===== config.mk =====
export PLATFORM = sky130hd
export DESIGN_NAME = fetch_sequencer
export DESIGN_NICKNAME = d
export VERILOG_FILES = /design/src/rtl/fetch_sequencer.sv
export SDC_FILE = /design/constraint.sdc
export NUM_CORES = 1
export LEC_CHECK = 0
export CAP_MARGIN = 40
export CORE_MARGIN = 5
export CORE_UTILIZATION = 39
export CTS_BUF_LIST = sky130_fd_sc_hd__clkbuf_16
export CTS_CLUSTER_SIZE = 30
export DETAILED_ROUTE_END_ITERATION = 8
export PLACE_DENSITY = 0.85
export SETUP_SLACK_MARGIN = 0.1
export SYNTH_ARGS = -nofsm -noshare
export SYNTH_HDL_FRONTEND = slang
export SYNTH_SLANG_ARGS = --single-unit

===== constraint.sdc =====
create_clock -name clk -period 2.25 [get_ports clk]
set_input_delay 0.225 -clock clk [delete_from_list [all_inputs] [get_ports clk]]
set_output_delay 0.225 -clock clk [all_outputs]
set_load 0.05 [all_outputs]

===== src/rtl/fetch_sequencer.sv =====
// fetch_sequencer
//   Instruction-fetch and T-state sequencer sitting directly downstream of the
//   program counter. It fetches the word at the current PC and latches it into
//   the instruction register. It pulses the PC increment strobe once per
//   instruction. It then counts execution T-states for the microcode decoder
//   until the instruction ends.
//
// Ports
//   clk        system clock, all state changes on the rising edge
//   reset      asynchronous, active-high; clears all state immediately
//   pc_value   current PC value (used as the fetch address)
//   mem_rdata  memory read data, valid while mem_ready is high
//   mem_ready  memory handshake for the outstanding fetch
//   instr_end  microcode: current T-state is the last of the instruction
//   halt       stop request, only honoured at an instruction end
//   mem_addr   fetch address (pass-through of pc_value)
//   mem_req    fetch request, high while in FETCH
//   pc_inc     one-cycle increment strobe to the PC
//   ir         instruction register
//   ir_valid   ir holds the instruction currently executing
//   tstate     current T-state
//   halted     sequencer is stopped (left only via reset)
module fetch_sequencer #(
    parameter int WIDTH  = 16,
    parameter int T_BITS = 3,
    parameter int MAX_T  = 8
) (
    input  logic              clk,
    input  logic              reset,
    input  logic [WIDTH-1:0]  pc_value,
    input  logic [WIDTH-1:0]  mem_rdata,
    input  logic              mem_ready,
    input  logic              instr_end,
    input  logic              halt,
    output logic [WIDTH-1:0]  mem_addr,
    output logic              mem_req,
    output logic              pc_inc,
    output logic [WIDTH-1:0]  ir,
    output logic              ir_valid,
    output logic [T_BITS-1:0] tstate,
    output logic              halted
);

    typedef enum logic [1:0] {
        FETCH = 2'd0,
        INC   = 2'd1,
        EXEC  = 2'd2,
        HALT  = 2'd3
    } state_t;

    // Last legal T-state; reaching it forces the instruction to end.
    localparam logic [T_BITS-1:0] T_LAST = T_BITS'(MAX_T - 1);
    localparam logic [T_BITS-1:0] T_ZERO = '0;
    localparam logic [T_BITS-1:0] T_ONE  = T_BITS'(1);
    localparam logic [T_BITS-1:0] T_TWO  = T_BITS'(2);

    state_t state;

    always_ff @(posedge clk or posedge reset) begin
        if (reset) begin
            state    <= FETCH;
            tstate   <= T_ZERO;
            ir       <= '0;
            ir_valid <= 1'b0;
            halted   <= 1'b0;
        end else begin
            case (state)
                FETCH: begin
                    // Wait indefinitely for memory; nothing changes until ready.
                    if (mem_ready) begin
                        ir       <= mem_rdata;
                        ir_valid <= 1'b1;
                        tstate   <= T_ONE;
                        state    <= INC;
                    end
                end
                INC: begin
                    tstate <= T_TWO;
                    state  <= EXEC;
                end
                EXEC: begin
                    if (instr_end || (tstate == T_LAST)) begin
                        // ir keeps the finished instruction for observation.
                        ir_valid <= 1'b0;
                        tstate   <= T_ZERO;
                        if (halt) begin
                            state  <= HALT;
                            halted <= 1'b1;
                        end else begin
                            state  <= FETCH;
                        end
                    end else begin
                        tstate <= tstate + T_ONE;
                    end
                end
                HALT: begin
                    tstate <= T_ZERO;
                    halted <= 1'b1;
                end
                default: begin
                    state  <= FETCH;
                    tstate <= T_ZERO;
                end
            endcase
        end
    end

    // Strobes are gated by reset so they drop the moment reset is raised.
    assign mem_addr = pc_value;
    assign mem_req  = (state == FETCH) && !reset;
    assign pc_inc   = (state == INC) && !reset;

endmodule


## Word level (Yosys, flattened, before mapping)

Index checks and enable logic that the tools add are counted.

- Register bits: 23
- Bits in latches: 0
- RAM bits: 0
- Bits in read-only memories: 0
- Bits of input ports: 37
- Output and inout bits: 39
- Word-level logic and storage cells: 38
- Memories: 0

- Add/sub/neg operators: 1
- $mul: 0
- Divide/modulo/power cells: 0
- Magnitude comparators: 0
- Equality and inequality tests: 7
- Shift operators: 0
- Multiplexer cells: 13
- Bitwise operators: 0
- Reduce and logical (&&, ||, !) cells: 12

Operators with widths:

| operator | count |
|---|---|
| 3-bit one-hot mux with 4 select lines | 1 |
| 3-bit AND reduction | 3 |
| 2-bit 2-to-1 mux | 3 |
| 3-bit 2-to-1 mux | 2 |
| 2-bit != test, second input constant | 3 |
| 2-bit one-hot mux with 3 select lines | 1 |
| 2-bit equality test, second input constant | 2 |
| 1-bit 2-to-1 mux | 4 |
| 1-bit one-hot mux with 2 select lines | 2 |
| 2-bit nonzero test | 2 |
| 3-bit by 1-bit adder with 3-bit output, second input constant | 1 |
| 3-bit equality test, second input constant | 1 |
| 3-bit nonzero test | 1 |
| 2-bit by 1-bit equality test with 1-bit output, second input constant | 1 |
| 1-bit logical AND | 2 |
| 2-bit logical NOT | 1 |
| 2-bit AND reduction | 1 |
| 1-bit logical NOT | 1 |
| 1-bit logical OR | 1 |

## Longest topological paths before layout

Gate-level depths: netlist (run 1).

- Depth in word-level cells: 4
- Depth in mapped cells: 5
- Gate-level depth less buffers: 5

## Worst setup path after synthesis (run 1)

Ideal clock, no wire load.

- Kind: reg-to-output
- Start point: register state[1]
- End point: output port mem_req
- Arrival: 1.492 ns
- Data required time: 2.025 ns
- Setup slack: 0.533 ns
- Stages on the path, launching flop included: 4
- Buffers on the path: 0
- Path through: dfrtp_1 inv_1 ha_1 nor2b_1

- Word-level cells in the longest chain between the ends: 2

RTL lines:

| item | RTL line | text |
|---|---|---|
| start: declaration | 57 | `state_t state;` |
| start signal: assignment | 61 | `state <= FETCH;` |
| start signal: assignment | 74 | `state <= INC;` |
| start signal: assignment | 79 | `state <= EXEC;` |
| 2-bit logical NOT | 110 | `assign mem_req = (state == FETCH) && !reset;` |
| 1-bit logical AND | 110 |  |
| end: declaration | 36 | `output logic mem_req,` |

No other way between the ends.

## Worst setup path after layout (run 1)

- Start point: register state[1]
- End point: output port pc_inc

- Word-level cells in the longest chain between the ends: 2

RTL lines:

| item | RTL line | text |
|---|---|---|
| 2-bit by 1-bit equality test with 1-bit output | 111 | `assign pc_inc = (state == INC) && !reset;` |
| 1-bit logical AND | 111 |  |
| end: declaration | 37 | `output logic pc_inc,` |

No other way between the ends.

==> flow_summary.json, run 1 <==
{
  "ys_warn_count": 0,
  "die_h_um": 65.70,
  "cts.clk_slew.worst_paths_ns": 0.06,
  "drt_iter0_drc": 12,
  "cp_data_required_time_ns": 2.03,
  "ff_latch_area_um2": 575.6,
  "rsz0062_at_grt": "no",
  "setup_viol": 0,
  "crit_arrival_ns": 1.69,
  "final_common_cell": "clkdlybuf4s50_1",
  "postSynthCellCount": 94,
  "synth_cell_types": 24,
  "grt_overflow": 0,
  "numCtsBuffers": 3,
  "vias": 785,
  "cts_tree": "yes",
  "criticalPathCategory": "reg -> out",
  "pwr-share-comb": 0.604,
  "slowest_delay_ns": 0.54,
  "fin_skew_ns": 0.004856,
  "min_period_ns": 1.912,
  "most-common-layout-cells": "clkdlybuf4s50_1, dfrtp_1, mux2_4, ha_1, mux2_2",
  "fp-row-count": 20,
  "grt_pass1_vias": 866,
  "start_kind": "flip-flop",
  "timing.fmax_ghz": 0.5231,
  "routed_wl_um": 2614,
  "htree_levels": 1,
  "final_core_util": 0.5442,
  "gp_congestion": 0.7028,
  "nets": 170,
  "core_mm2": 0.003003,
  "track_usage": 0.1277,
  "syn2layout_area_growth_pct": 35.06,
  "ys_ff_latch": 23,
  "tns_ns": 0,
  "start_util": 0.4029,
  "leakagePower_nw": 0.7480,
  "end_kind": "output pin",
  "hold_ws_ns": 0.3769,
  "die_area_mm2": 0.004316,
  "maxCapViolCount": 0,
  "clkPwrFrac": 0.135,
  "stdcell_count": 158,
  "worst_pin_slew_ns": 0.5093,
  "seq_area_frac_synth": 0.4757,
  "grt_max_degree": 24,
  "vdd_ir_drop_max_v": 0.0005342,
  "synth_area_mm2": 0.001210,
  "report.final.slew_viol_count": 0,
  "status": "complete, no violations",
  "p_switching_mw": 1.260,
  "hold_violations": 0,
  "insertion_delay_ns": 0.25,
  "place.port_buffers": 43,
  "setup_slack_ns": 0.3385,
  "postCtsHoldBufs": 0,
  "slowest_stage": "dlygate4sd2_1",
  "power_density_mw_per_mm2": 1702,
  "synth.avg_cell_area_um2": 12.87,
  "vias_per_cell": 4.968,
  "antenna_left": 0,
  "clock_path_buffers": 2,
  "die_w_um": 65.70,
  "hpwl_um": 2109,
  "dp_cells": 154,
  "grt_pass1_wl_um": 4215,
  "dr.pass1.iters": 4,
  "power.internal_mw": 1.521,
  "antenna_found_initial": 0,
  "ios": 76,
  "swShare": 0.4530,
  "root_buffer": "clkbuf_16",
  "min-delay-path-class": "in -> async",
  "insertedDiodeCount": 0,
  "min_period_over_period": 0.8496,
  "pre_cts_ws_ns": 0.3272,
  "clkSinkCount": 23,
  "syn_nets": 138,
  "multi_input_area_um2": 488.0,
  "cp_cell_sequence": "inv_1 > ha_1 > nor2b_1 > dlygate4sd2_1",
  "slew_headroom": 0.6594,
  "drive_gt1_frac": 0.2080,
  "num-fill-cells": 272,
  "post_drt_wl_per_cell_um": 16.54,
  "power_frac_seq": 0.261,
  "crit_fanout": 5,
  "drc": 0
}
-- metrics by stage --
stage	instance area, µm²	power, mW
after floorplan	1210	1.982
after global placement	1555	2.387
after detailed placement	1555	2.439
after CTS	1634	2.825
after global routing	1634	2.928
final	1634	2.781
-- area by class of cell --
type,instances,share of cell area
clock buffer,3,0.04594
clock inverter,1,0.003063
sequential,23,0.3522
tap,33,0.02527
inverter,4,0.009188
multi-input combinational,50,0.2986
timing repair buffer,44,0.2657
-- critical path, delay by kind of cell (launching register included) --
| kind | cells | cell delay, ns |
|---|---|---|
| DFF | 1 | 0.42 |
| adders and majority gates | 1 | 0.20 |
| buffers and inverters | 2 | 0.69 |
| and+or+nand+nor | 1 | 0.13 |
-- path summary, 6_finish.rpt --
| kind | start | to | slack [ns] | depth (start not counted) |
|---|---|---|---|---|
| max | state[1] | pc_inc | 0.34 | 4 |
| min | reset | ir[13] | 0.38 | 3 |
| max reg2reg | state[1] | ir[10] | 0.52 | 4 |
| min reg2reg | halted | halted | 0.48 | 1 |
| max in group asynchronous | reset | ir[4] | 1.64 | 3 |
| min in group clk | pc_value[7] | mem_addr[7] | 0.45 | 0 |
-- power by group through the flow --
stage	combinational [mW]	clock [mW]	sequential, mW
6_report	1.68	0.376	0.725
5_1_grt	1.77	0.401	0.753
4_1_cts	1.71	0.391	0.729
3_5_place_dp	1.70	0	0.734
3_3_place_gp	1.67	0	0.719
2_1_floorplan	0.649	0	1.33
-- repair_timing --
action | 4_1_cts | 5_1_grt
buffers inserted | 0 | 0
gates resized for setup | 1 | 0
endpoints found under the hold margin | 0 | 0
setup endpoints to repair | 1 | 0
-- layer usage --
layer / part of all wire / routed length, µm / track usage
met1: 0.35 / 924 / 0.1204
met2: 0.53 / 1391 / 0.2428
met3: 0.10 / 264 / 0.04957
met4: 0.013 / 34 / 0.04922
met5: 0 / 0 / 0
-- state kept, by name (all words and copies together), names as in the netlist --
register and count:
state 2, tstate 3, halted 1, ir 16
ir_valid 1
-- cell families after synthesis --
group                    Yosys count  share of synthesized area
AND/OR/NAND/NOR                   14                    0.07653
flip-flops                        23                     0.4757
multiplexers                      19                     0.2048
adder cells (fa/ha/maj)            7                    0.07239
buffers and inverters             21                     0.1210
AO/OA/AOI/OAI                     10                    0.04965
-- Yosys cell counts, drive strengths merged --
| cell type | instances | share of area |
|---|---|---|
| nor3b | 1 | 0.016 |
| mux2 | 16 | 0.18 |
| ha | 7 | 0.072 |
| a21oi | 4 | 0.017 |
| a21o | 1 | 0.0062 |
| mux2i | 3 | 0.025 |
| inv | 4 | 0.012 |
| buf | 17 | 0.11 |
| a21boi | 1 | 0.0062 |
| o21ai | 2 | 0.0083 |
| nand3 | 2 | 0.0083 |
| nor3 | 2 | 0.012 |
| nand2 | 4 | 0.014 |
| nor2 | 1 | 0.0031 |
| dfrtp | 23 | 0.48 |
| a211oi | 1 | 0.0062 |
| nor2b | 3 | 0.018 |
| o21bai | 1 | 0.0062 |
| nand2b | 1 | 0.0052 |
Note: power is estimated with default switching activity, not from simulation.
==> inputs of run 2 (changes only) <==
Settings changed: CORE_UTILIZATION 39 to 36, PLACE_DENSITY 0.85 to 0.79.
Clock period 2.25 ns to 1.8 ns, I/O delays scaled along.
==> run 2 against run 1 <==
  * Critical path depth unchanged
  * Design area up 3.3%
  * Hold slack worse by 0.017 ns
  * Combinational power up 29%
  * First-iteration DRC count down 33%
  * Sequential share of layout area down 1.1 points
  * Setup slack worse by 0.20 ns
  * Routed wire length down 5.2%
  * Non-clock buffer count unchanged
  * Register-to-register slack worse by 0.28 ns
  * Critical path type unchanged
  * Clock power up 23%
  * Via count down 2.3%
==> flow_summary.json, run 2 (synthesis results as in run 1) <==
{
  "min_period_ns": 1.666,
  "ios": 76,
  "postCtsSetupRepairBufs": 0,
  "track_usage": 0.1184,
  "place.port_buffers": 43,
  "numCtsBuffers": 3,
  "crit_fanout": 6,
  "die_area_mm2": 0.004620,
  "hpwl_um": 1894,
  "drc": 0,
  "grt_pass1_wl_um": 4064,
  "die_h_um": 67.97,
  "gp_congestion": 0.7428,
  "crit_end": "mem_req",
  "setup_viol": 0,
  "reg2reg_from": "state[0]",
  "pre_cts_ws_ns": 0.09802,
  "ff_latch_area_um2": 575.6,
  "rsz0062_at_grt": "yes",
  "fp-row-count": 21,
  "grt_overflow": 0,
  "maxCapViolCount": 0,
  "clock_path_buffers": 2,
  "antenna_found_initial": 0,
  "cts_tree": "yes",
  "insertion_delay_ns": 0.25,
  "busiest_layer": "met2",
  "dr.pass1.iters": 2,
  "cts.clk_slew.worst_paths_ns": 0.06,
  "most-common-layout-cells": "clkdlybuf4s50_1, dfrtp_1, mux2_4, mux2_2",
  "antenna_left": 0,
  "drive_gt1_frac": 0.2400,
  "die_w_um": 67.97,
  "status": "complete, no violations",
  "postCtsHoldBufs": 0,
  "syn2layout_area_growth_pct": 39.50,
  "setup_slack_ns": 0.1336,
  "start_kind": "flip-flop",
  "reg_top3": "ir x16, tstate x3, state x2",
  "final_common_cell": "clkdlybuf4s50_1",
  "worst_pin_slew_ns": 0.5213,
  "cp_data_required_time_ns": 1.62,
  "grtUsageMet3": 0.05255,
  "fin_skew_ns": 0.002235,
  "crit_arrival_ns": 1.49,
  "insertedDiodeCount": 0,
  "min_period_over_period": 0.9258,
  "hold_violations": 0,
  "vdd_ir_drop_max_v": 0.001224,
  "root_buffer": "clkbuf_16",
  "tns_ns": 0,
  "grt_max_degree": 24,
  "power_density_mw_per_mm2": 2107,
  "largest_register_ffs": 16,
  "drt_iter0_drc": 8,
  "start_util": 0.3684,
  "routed_wl_um": 2479,
  "criticalPathCategory": "reg -> out",
  "report.final.slew_viol_count": 0,
  "ff2ff_path_depth": 5,
  "min-delay-path-class": "in -> async",
  "end_kind": "output pin",
  "largest_register": "ir",
  "vias_per_cell": 4.485,
  "post_drt_wl_per_cell_um": 14.50,
  "total_power_mw": 3.556,
  "core_mm2": 0.003284,
  "htree_levels": 1,
  "num-fill-cells": 287,
  "multi_input_area_um2": 503.0,
  "critPathLaunch": "state[1]",
  "grtUsageMet1": 0.1436,
  "clkSinkCount": 23,
  "leakagePower_nw": 0.7583,
  "final_core_util": 0.5139,
  "reg2reg_to": "state[1]",
  "rrSetupSlack_ns": 0.24,
  "grt_pass1_vias": 903,
  "met2_usage": 0.1841,
  "slew_headroom": 0.6514,
  "post_cts_resized": 1,
  "hold_ws_ns": 0.3600,
  "nets": 170,
  "vias": 767,
  "timing.fmax_ghz": 0.6001
}
run 2: cell type report:
class / count / share of cell area
clock buffers: 3 / 0.04448
clock inverters: 1 / 0.002224
inverters: 4 / 0.008895
multi-input cells: 50 / 0.2980
flip-flops and latches: 23 / 0.3410
well taps: 46 / 0.03410
repair buffers: 44 / 0.2713
run 2: how the worst min path moves through the flow:
stage	endpoint	slack (ns)	depth (start not counted)
2_1_floorplan	halted	0.18	1
3_3_place_gp	mem_addr[10]	0.36	0
3_5_place_dp	mem_addr[10]	0.36	0
4_1_cts	tstate[2]	0.35	3
5_1_grt	mem_addr[15]	0.36	0
6_report	tstate[0]	0.36	3
run 2: critical path: stages (launching register included):
cell     delay [ns]
dfrtp_1        0.41
inv_1          0.17
ha_2           0.29
nor2b_2        0.21
buf_12         0.15
run 2: report_power, final:
group	switching [mW]	total, mW	internal [mW]
Sequential	0.161	0.923	0.762
Combinational	1.28	2.17	0.894
Clock	0.167	0.463	0.296
run 2: through the flow:
| step | instance area, µm² | instances |
|---|---|---|
| after floorplan | 1210 | 94 |
| after global placement | 1594 | 167 |
| after detailed placement | 1594 | 167 |
| after CTS | 1675 | 171 |
| after global routing | 1688 | 171 |
| final | 1688 | 171 |
run 2: metal layers:
metal	vias up	share of wire
li1	364	-
met1	351	0.42
met2	46	0.45
met3	6	0.11
met4	0	0.013
met5	-	0
